==> src/rtl/bnn_popcount_accum_pkg.sv <==
// Shared definitions for the BNN popcount accumulator: part/pack widths, default
// accumulator width and FSM state encodings.
package bnn_popcount_accum_pkg;

    localparam int BNN_PART_W        = 8;
    localparam int BNN_PACK_W        = 8;
    localparam int BNN_ACC_W_DEFAULT = 12;

    localparam logic [0:0] ST_ACCUM = 1'b0;
    localparam logic [0:0] ST_HOLD  = 1'b1;

endpackage

==> src/rtl/bnn_popcount_accum_accum_unit.sv <==
// Per-neuron accumulator and sign activation. Macro BNN_ACC_SAT_EN selects a
// saturating add instead of the default modulo-2^ACC_W wrap.
module bnn_accum_unit
    import bnn_popcount_accum_pkg::*;
#(
    parameter int ACC_W = BNN_ACC_W_DEFAULT
) (
    input  logic                  clk,
    input  logic                  rst_n,
    input  logic                  clr_i,
    input  logic                  take_i,
    input  logic                  last_i,
    input  logic [BNN_PART_W-1:0] part_i,
    input  logic [ACC_W-1:0]      thr_i,
    output logic                  act_o
);

    logic [ACC_W-1:0] acc_q;
    logic [ACC_W-1:0] acc_d;
    logic [ACC_W-1:0] part_ext;
    logic [ACC_W-1:0] sum;

    assign part_ext = ACC_W'(part_i);

`ifdef BNN_ACC_SAT_EN
    logic [ACC_W:0] sum_wide;

    // Once the add carries out, pin the running sum at full scale.
    assign sum_wide = {1'b0, acc_q} + {1'b0, part_ext};
    assign sum      = sum_wide[ACC_W] ? {ACC_W{1'b1}} : sum_wide[ACC_W-1:0];
`else
    assign sum = acc_q + part_ext;
`endif

    assign act_o = (sum >= thr_i);

    always_comb begin
        acc_d = acc_q;
        if (clr_i) begin
            acc_d = '0;
        end else if (take_i) begin
            acc_d = last_i ? '0 : sum;
        end
    end

    always_ff @(posedge clk or negedge rst_n) begin
        if (!rst_n) begin
            acc_q <= '0;
        end else begin
            acc_q <= acc_d;
        end
    end

endmodule

==> src/rtl/bnn_popcount_accum.sv <==
// BNN popcount accumulator top: chunk counter, activation bit packer and
// ACCUM/HOLD output handshake. Honours macro BNN_ACC_SAT_EN via bnn_accum_unit.
module bnn_popcount_accum
    import bnn_popcount_accum_pkg::*;
#(
    parameter int CHUNKS = 4,
    parameter int ACC_W  = BNN_ACC_W_DEFAULT
) (
    input  logic                  clk,
    input  logic                  rst_n,
    input  logic                  clr,
    input  logic                  in_valid,
    output logic                  in_ready,
    input  logic [BNN_PART_W-1:0] in_data,
    input  logic [ACC_W-1:0]      thr,
    output logic                  out_valid,
    input  logic                  out_ready,
    output logic [BNN_PACK_W-1:0] out_data
);

    localparam int CNT_W = (CHUNKS > 1) ? $clog2(CHUNKS) : 1;
    localparam logic [CNT_W-1:0] LAST_CHUNK = CNT_W'(CHUNKS - 1);

    logic [0:0]            state_q, state_d;
    logic [CNT_W-1:0]      chunk_cnt_q, chunk_cnt_d;
    logic [2:0]            bit_cnt_q, bit_cnt_d;
    logic [BNN_PACK_W-1:0] shreg_q, shreg_d;
    logic [BNN_PACK_W-1:0] out_data_q, out_data_d;
    logic [BNN_PACK_W-1:0] byte_nxt;
    logic                  take;
    logic                  last_chunk;
    logic                  act_bit;

    assign in_ready   = (state_q == ST_ACCUM);
    assign out_valid  = (state_q == ST_HOLD);
    assign out_data   = out_data_q;
    assign take       = in_valid & in_ready;
    assign last_chunk = (chunk_cnt_q == LAST_CHUNK);

    bnn_accum_unit #(
        .ACC_W (ACC_W)
    ) u_accum (
        .clk    (clk),
        .rst_n  (rst_n),
        .clr_i  (clr),
        .take_i (take),
        .last_i (last_chunk),
        .part_i (in_data),
        .thr_i  (thr),
        .act_o  (act_bit)
    );

    // Soft clear has priority over both the handshake and an incoming partial.
    always_comb begin
        state_d           = state_q;
        chunk_cnt_d       = chunk_cnt_q;
        bit_cnt_d         = bit_cnt_q;
        shreg_d           = shreg_q;
        out_data_d        = out_data_q;
        byte_nxt          = shreg_q;
        byte_nxt[bit_cnt_q] = act_bit;

        if (clr) begin
            state_d     = ST_ACCUM;
            chunk_cnt_d = '0;
            bit_cnt_d   = '0;
            shreg_d     = '0;
        end else if (state_q == ST_HOLD) begin
            if (out_ready) begin
                state_d   = ST_ACCUM;
                bit_cnt_d = '0;
                shreg_d   = '0;
            end
        end else if (take) begin
            if (last_chunk) begin
                chunk_cnt_d = '0;
                shreg_d     = byte_nxt;
                bit_cnt_d   = bit_cnt_q + 3'd1;
                if (bit_cnt_q == 3'd7) begin
                    out_data_d = byte_nxt;
                    state_d    = ST_HOLD;
                end
            end else begin
                chunk_cnt_d = chunk_cnt_q + 1'b1;
            end
        end
    end

    always_ff @(posedge clk or negedge rst_n) begin
        if (!rst_n) begin
            state_q     <= ST_ACCUM;
            chunk_cnt_q <= '0;
            bit_cnt_q   <= '0;
            shreg_q     <= '0;
            out_data_q  <= '0;
        end else begin
            state_q     <= state_d;
            chunk_cnt_q <= chunk_cnt_d;
            bit_cnt_q   <= bit_cnt_d;
            shreg_q     <= shreg_d;
            out_data_q  <= out_data_d;
        end
    end

endmodule
==> config.mk <==
export PLATFORM = sky130hd
export DESIGN_NAME = bnn_popcount_accum
export DESIGN_NICKNAME = d
export VERILOG_FILES = /design/src/rtl/bnn_popcount_accum_pkg.sv /design/src/rtl/bnn_popcount_accum_accum_unit.sv /design/src/rtl/bnn_popcount_accum.sv
export SDC_FILE = /design/constraint.sdc
export NUM_CORES = 1
export LEC_CHECK = 0
export CAP_MARGIN = 20
export CORE_MARGIN = 4
export CORE_UTILIZATION = 34
export CTS_CLUSTER_SIZE = 25
export DETAILED_ROUTE_END_ITERATION = 7
export GPL_ROUTABILITY_DRIVEN = 0
export PLACE_DENSITY_LB_ADDON = 0.2
export SETUP_SLACK_MARGIN = 0.05
export SLEW_MARGIN = 20
export SYNTH_ARGS = -nofsm -noshare
export SYNTH_HDL_FRONTEND = slang
export SYNTH_SLANG_ARGS = --single-unit
==> constraint.sdc <==
create_clock -name clk -period 6.2 [get_ports clk]
set_input_delay 0.93 -clock clk [delete_from_list [all_inputs] [get_ports clk]]
set_output_delay 0.93 -clock clk [all_outputs]
set_load 0.02 [all_outputs]
==> impl_metrics.env <==
export IMPL_status="complete, no violations"
export IMPL_num_vias=1933
export IMPL_peakVddDrop_mv=0.158
export IMPL_worst_slew_pin_slew_ns=0.721
export IMPL_synth_yosys_warnings=0
export IMPL_multiInputGateArea_um2=1380
export IMPL_p_clk_share_pct=34.4
export IMPL_cts_buffers=5
export IMPL_layout_common_cells="34 x dfrtp_1, 34 x clkdlybuf4s50_1, 25 x nand2_1"
export IMPL_maxSlewViolCount=0
export IMPL_timing_rr_start="u_accum.acc_q[6]"
export IMPL_p_comb_share_pct=26.3
export IMPL_synth_compound_area_share_pct=23.7
export IMPL_netlist_instances=250
export IMPL_nets=335
export IMPL_die_h_um=90.9
export IMPL_crit_chain="clkdlybuf4s50_1 -> ha_1 -> a21o_2 -> a311oi_1 -> o21ai_0 -> xor2_1 -> ha_1 -> nand4_1 -> a211o_1 -> o21ai_4 -> nor3_1 -> o31ai_1"
export IMPL_crit_path_frequent_cell="ha_1"
export IMPL_routedWlPerCell_um=15.1
export IMPL_initialDrtViolationCount=149
export IMPL_worstSetupPathType="in -> reg"
export IMPL_synth_seq_area_share_pct=36.4
export IMPL_diodes=0
export IMPL_synthAdderAreaFrac_pct=13.2
export IMPL_clk_pin_slew_worst_paths_ns=0.08
export IMPL_startpoint="in_data[6]"
export IMPL_area_growth_pct=22.1
export IMPL_post_cts_buffers=0
export IMPL_grt_overflow=0
export IMPL_syn_num_nets=299
export IMPL_start_util_pct=36.0
export IMPL_cp_top_family="compound AO/OA/AOI/OAI gates"
export IMPL_clk_path_buf_depth=2
export IMPL_cts_root_buf="clkbuf_8"
export IMPL_hold_violations=0
export IMPL_cap_violations=0
export IMPL_reg2reg_depth=11
export IMPL_synthArstFlopShare_pct=100
export IMPL_wl_met2_mm=2.42
export IMPL_cts_resized=0
export IMPL_drive_above_1_share_pct=8.36
export IMPL_dieArea_um2=8270
export IMPL_fmax_ghz=0.252
export IMPL_fin_ws_ns=2.23
export IMPL_r2r_setup_slack_ns=2.91
export IMPL_clk_latency_ns=0.29
export IMPL_regToRegEndpoint="out_data[7]"
export IMPL_syn_area_per_cell_um2=9.35
export IMPL_final_antenna_net_count=0
export IMPL_dieWidth_um=90.9
export IMPL_grt_use_total_pct=14.0
export IMPL_pwr_share_seq_pct=39.3
export IMPL_tns_ns=0
export IMPL_drc_errors=0
export IMPL_min_delay_start="out_data[5]"
export IMPL_wl_met3_um=221
export IMPL_cp_data_required_time_ns=6.39
export IMPL_rsz0062_at_grt="no"
export IMPL_power_density_nw_per_um2=212
export IMPL_hold_path_class="reg -> reg"
export IMPL_synth_top_family_by_area="compound AO/OA/AOI/OAI gates"
export IMPL_final_setup_skew_ns=0.00627
export IMPL_core_rowCount=29
export IMPL_critPathCaptureType="flip-flop"
export IMPL_cpPeakStageDelay_ns=0.43
export IMPL_total_power_uw=604
export IMPL_grt_pass1_vias=1907
export IMPL_routed_wl_mm=5.51
export IMPL_grt_max_degree=35
export IMPL_dp_slack_ns=1.97
export IMPL_nFillCells=633
export IMPL_swShare_pct=29.9
export IMPL_hold_buffers=0
export IMPL_slew_headroom_pct=51.8
export IMPL_synth_ff_type="dfrtp_1"
export IMPL_synth_edff_count=0
export IMPL_finalSetupViolCount=0
export IMPL_yosys_area_share_simple_pct=17.0
export IMPL_final_util_pct=44.0
export IMPL_critPathLaunchType="input pin"
export IMPL_io_pins=35
export IMPL_cts_tree="done"
export IMPL_cp_num_cells=12
export IMPL_io_buffers=34
export IMPL_clock_sinks=34
export IMPL_cp_arrival_ns=4.15
export IMPL_route_layer_met1_wl_mm=2.83
export IMPL_worstPathMaxFanout=10
export IMPL_dpl_hpwl_mm=3.91
export IMPL_period_share_pct=64.0
export IMPL_synth_xor_area_share_pct=3.75
export IMPL_min_period_ns=3.97
export IMPL_ys_types=48
export IMPL_yosys_register_bits=34
export IMPL_leakage_uw=0.00130
export IMPL_antenna_found_initial=0
export IMPL_netlist_area_um2=2340
export IMPL_intPower_uw=423
export IMPL_worst_path_max_delay_cell="ha_1"
export IMPL_path_buf_inv=1
export IMPL_via_per_inst=5.31
export IMPL_crit_end="out_data[7]"
export IMPL_drt_pass1_iterations=4
export IMPL_regArea_um2=851
export IMPL_grt_pass1_wl_mm=9.38
export IMPL_synth_mux_area_share_pct=1.34
export IMPL_highest_layer="met4"
export IMPL_core_um2=6490
export IMPL_htreeDepth=2
export IMPL_p_sw_uw=180
[power groups by stage]
stage / clock network, uW / registers (uW) / logic (uW)
after global routing: 225 / 238 / 180
after global placement: 0 / 241 / 159
final: 208 / 237 / 159
after floorplan: 0 / 239 / 112
after detailed placement: 0 / 241 / 161
after CTS: 213 / 237 / 161
[cells in the mapped netlist (2+ instances only)]
cell type  count  area, um2
dfrtp_1       34        851
nand2_1       25       93.8
ha_1          23        288
nor2_1        21       78.8
o21ai_0       20        100
inv_1         17       63.8
a21oi_1       12       60.1
a22o_1         9       78.8
o31ai_1        9       67.6
nor3_1         8       40.0
xnor2_1        6       52.6
nand4_1        5       31.3
o211ai_1       5       37.5
a21o_2         4       35.0
clkbuf_1       4       15.0
xor2_1         4       35.0
and2_1         3       18.8
nand3_1        3       15.0
a211o_1        2       17.5
a211oi_1       2       15.0
mux2i_1        2       20.0
nand2b_1       2       12.5
nand3b_1       2       15.0
nor3_4         2       32.5
nor3b_1        2       15.0
or2_2          2       12.5
[through the flow]
step / instance area (um2) / std cells / hold slack [ns]
final: 2860 / 364 / 0.478
after detailed placement: 2750 / 356 / 0.466
after floorplan: 2340 / 250 / 0.464
after global placement: 2750 / 356 / 0.463
after CTS: 2850 / 364 / 0.483
after global routing: 2860 / 364 / 0.509
[routing by layer]
| layer | GRT usage [%] | up-vias |
|---|---|---|
| met3 | 3.06 | 2 |
| met5 | 0 | - |
| met4 | 4.52 | 0 |
| li1 | - | 977 |
| met2 | 21.7 | 43 |
| met1 | 19.5 | 911 |
[flip-flops by register name, summed over array words and instances, names as in the netlist]
name and count:
out_data 8, u_accum.acc_q 12, out_valid 1, shreg_q 8
chunk_cnt_q 2, bit_cnt_q 3
[worst min path at each step]
stage | depth (start not counted) | slack (ns) | to
global route | 2 | 0.51 | out_data[2]
finish | 2 | 0.48 | out_data[5]
CTS | 2 | 0.48 | out_data[5]
floorplan | 2 | 0.46 | shreg_q[6]
detailed placement | 2 | 0.47 | out_data[5]
global placement | 2 | 0.46 | out_data[5]
[area by class of cell]
class,count,area share (%)
Clock inverter,1,1.05
Sequential cell,34,29.8
Tap cell,77,3.37
Inverter,17,2.23
Clock buffer,7,2.67
Multi-Input combinational cell,192,48.4
Timing Repair Buffer,36,12.4
[kinds of logic (layout without fill, tap and decap cells)]
family | Yosys count | in the layout
and+or+nand+nor | 79 | 79
AOI/OAI and AO/OA | 76 | 76
DFF | 34 | 34
adders and majority gates | 24 | 24
buffers and inverters | 24 | 61
xor gates and xnor gates | 10 | 10
muxes | 3 | 3
[tightest hold or removal path, stage by stage (launching register included)]
cell and delay (ns):
dfrtp_1 0.35, nand2_1 0.05, o31ai_1 0.05
(Power assumes the default switching activity.)
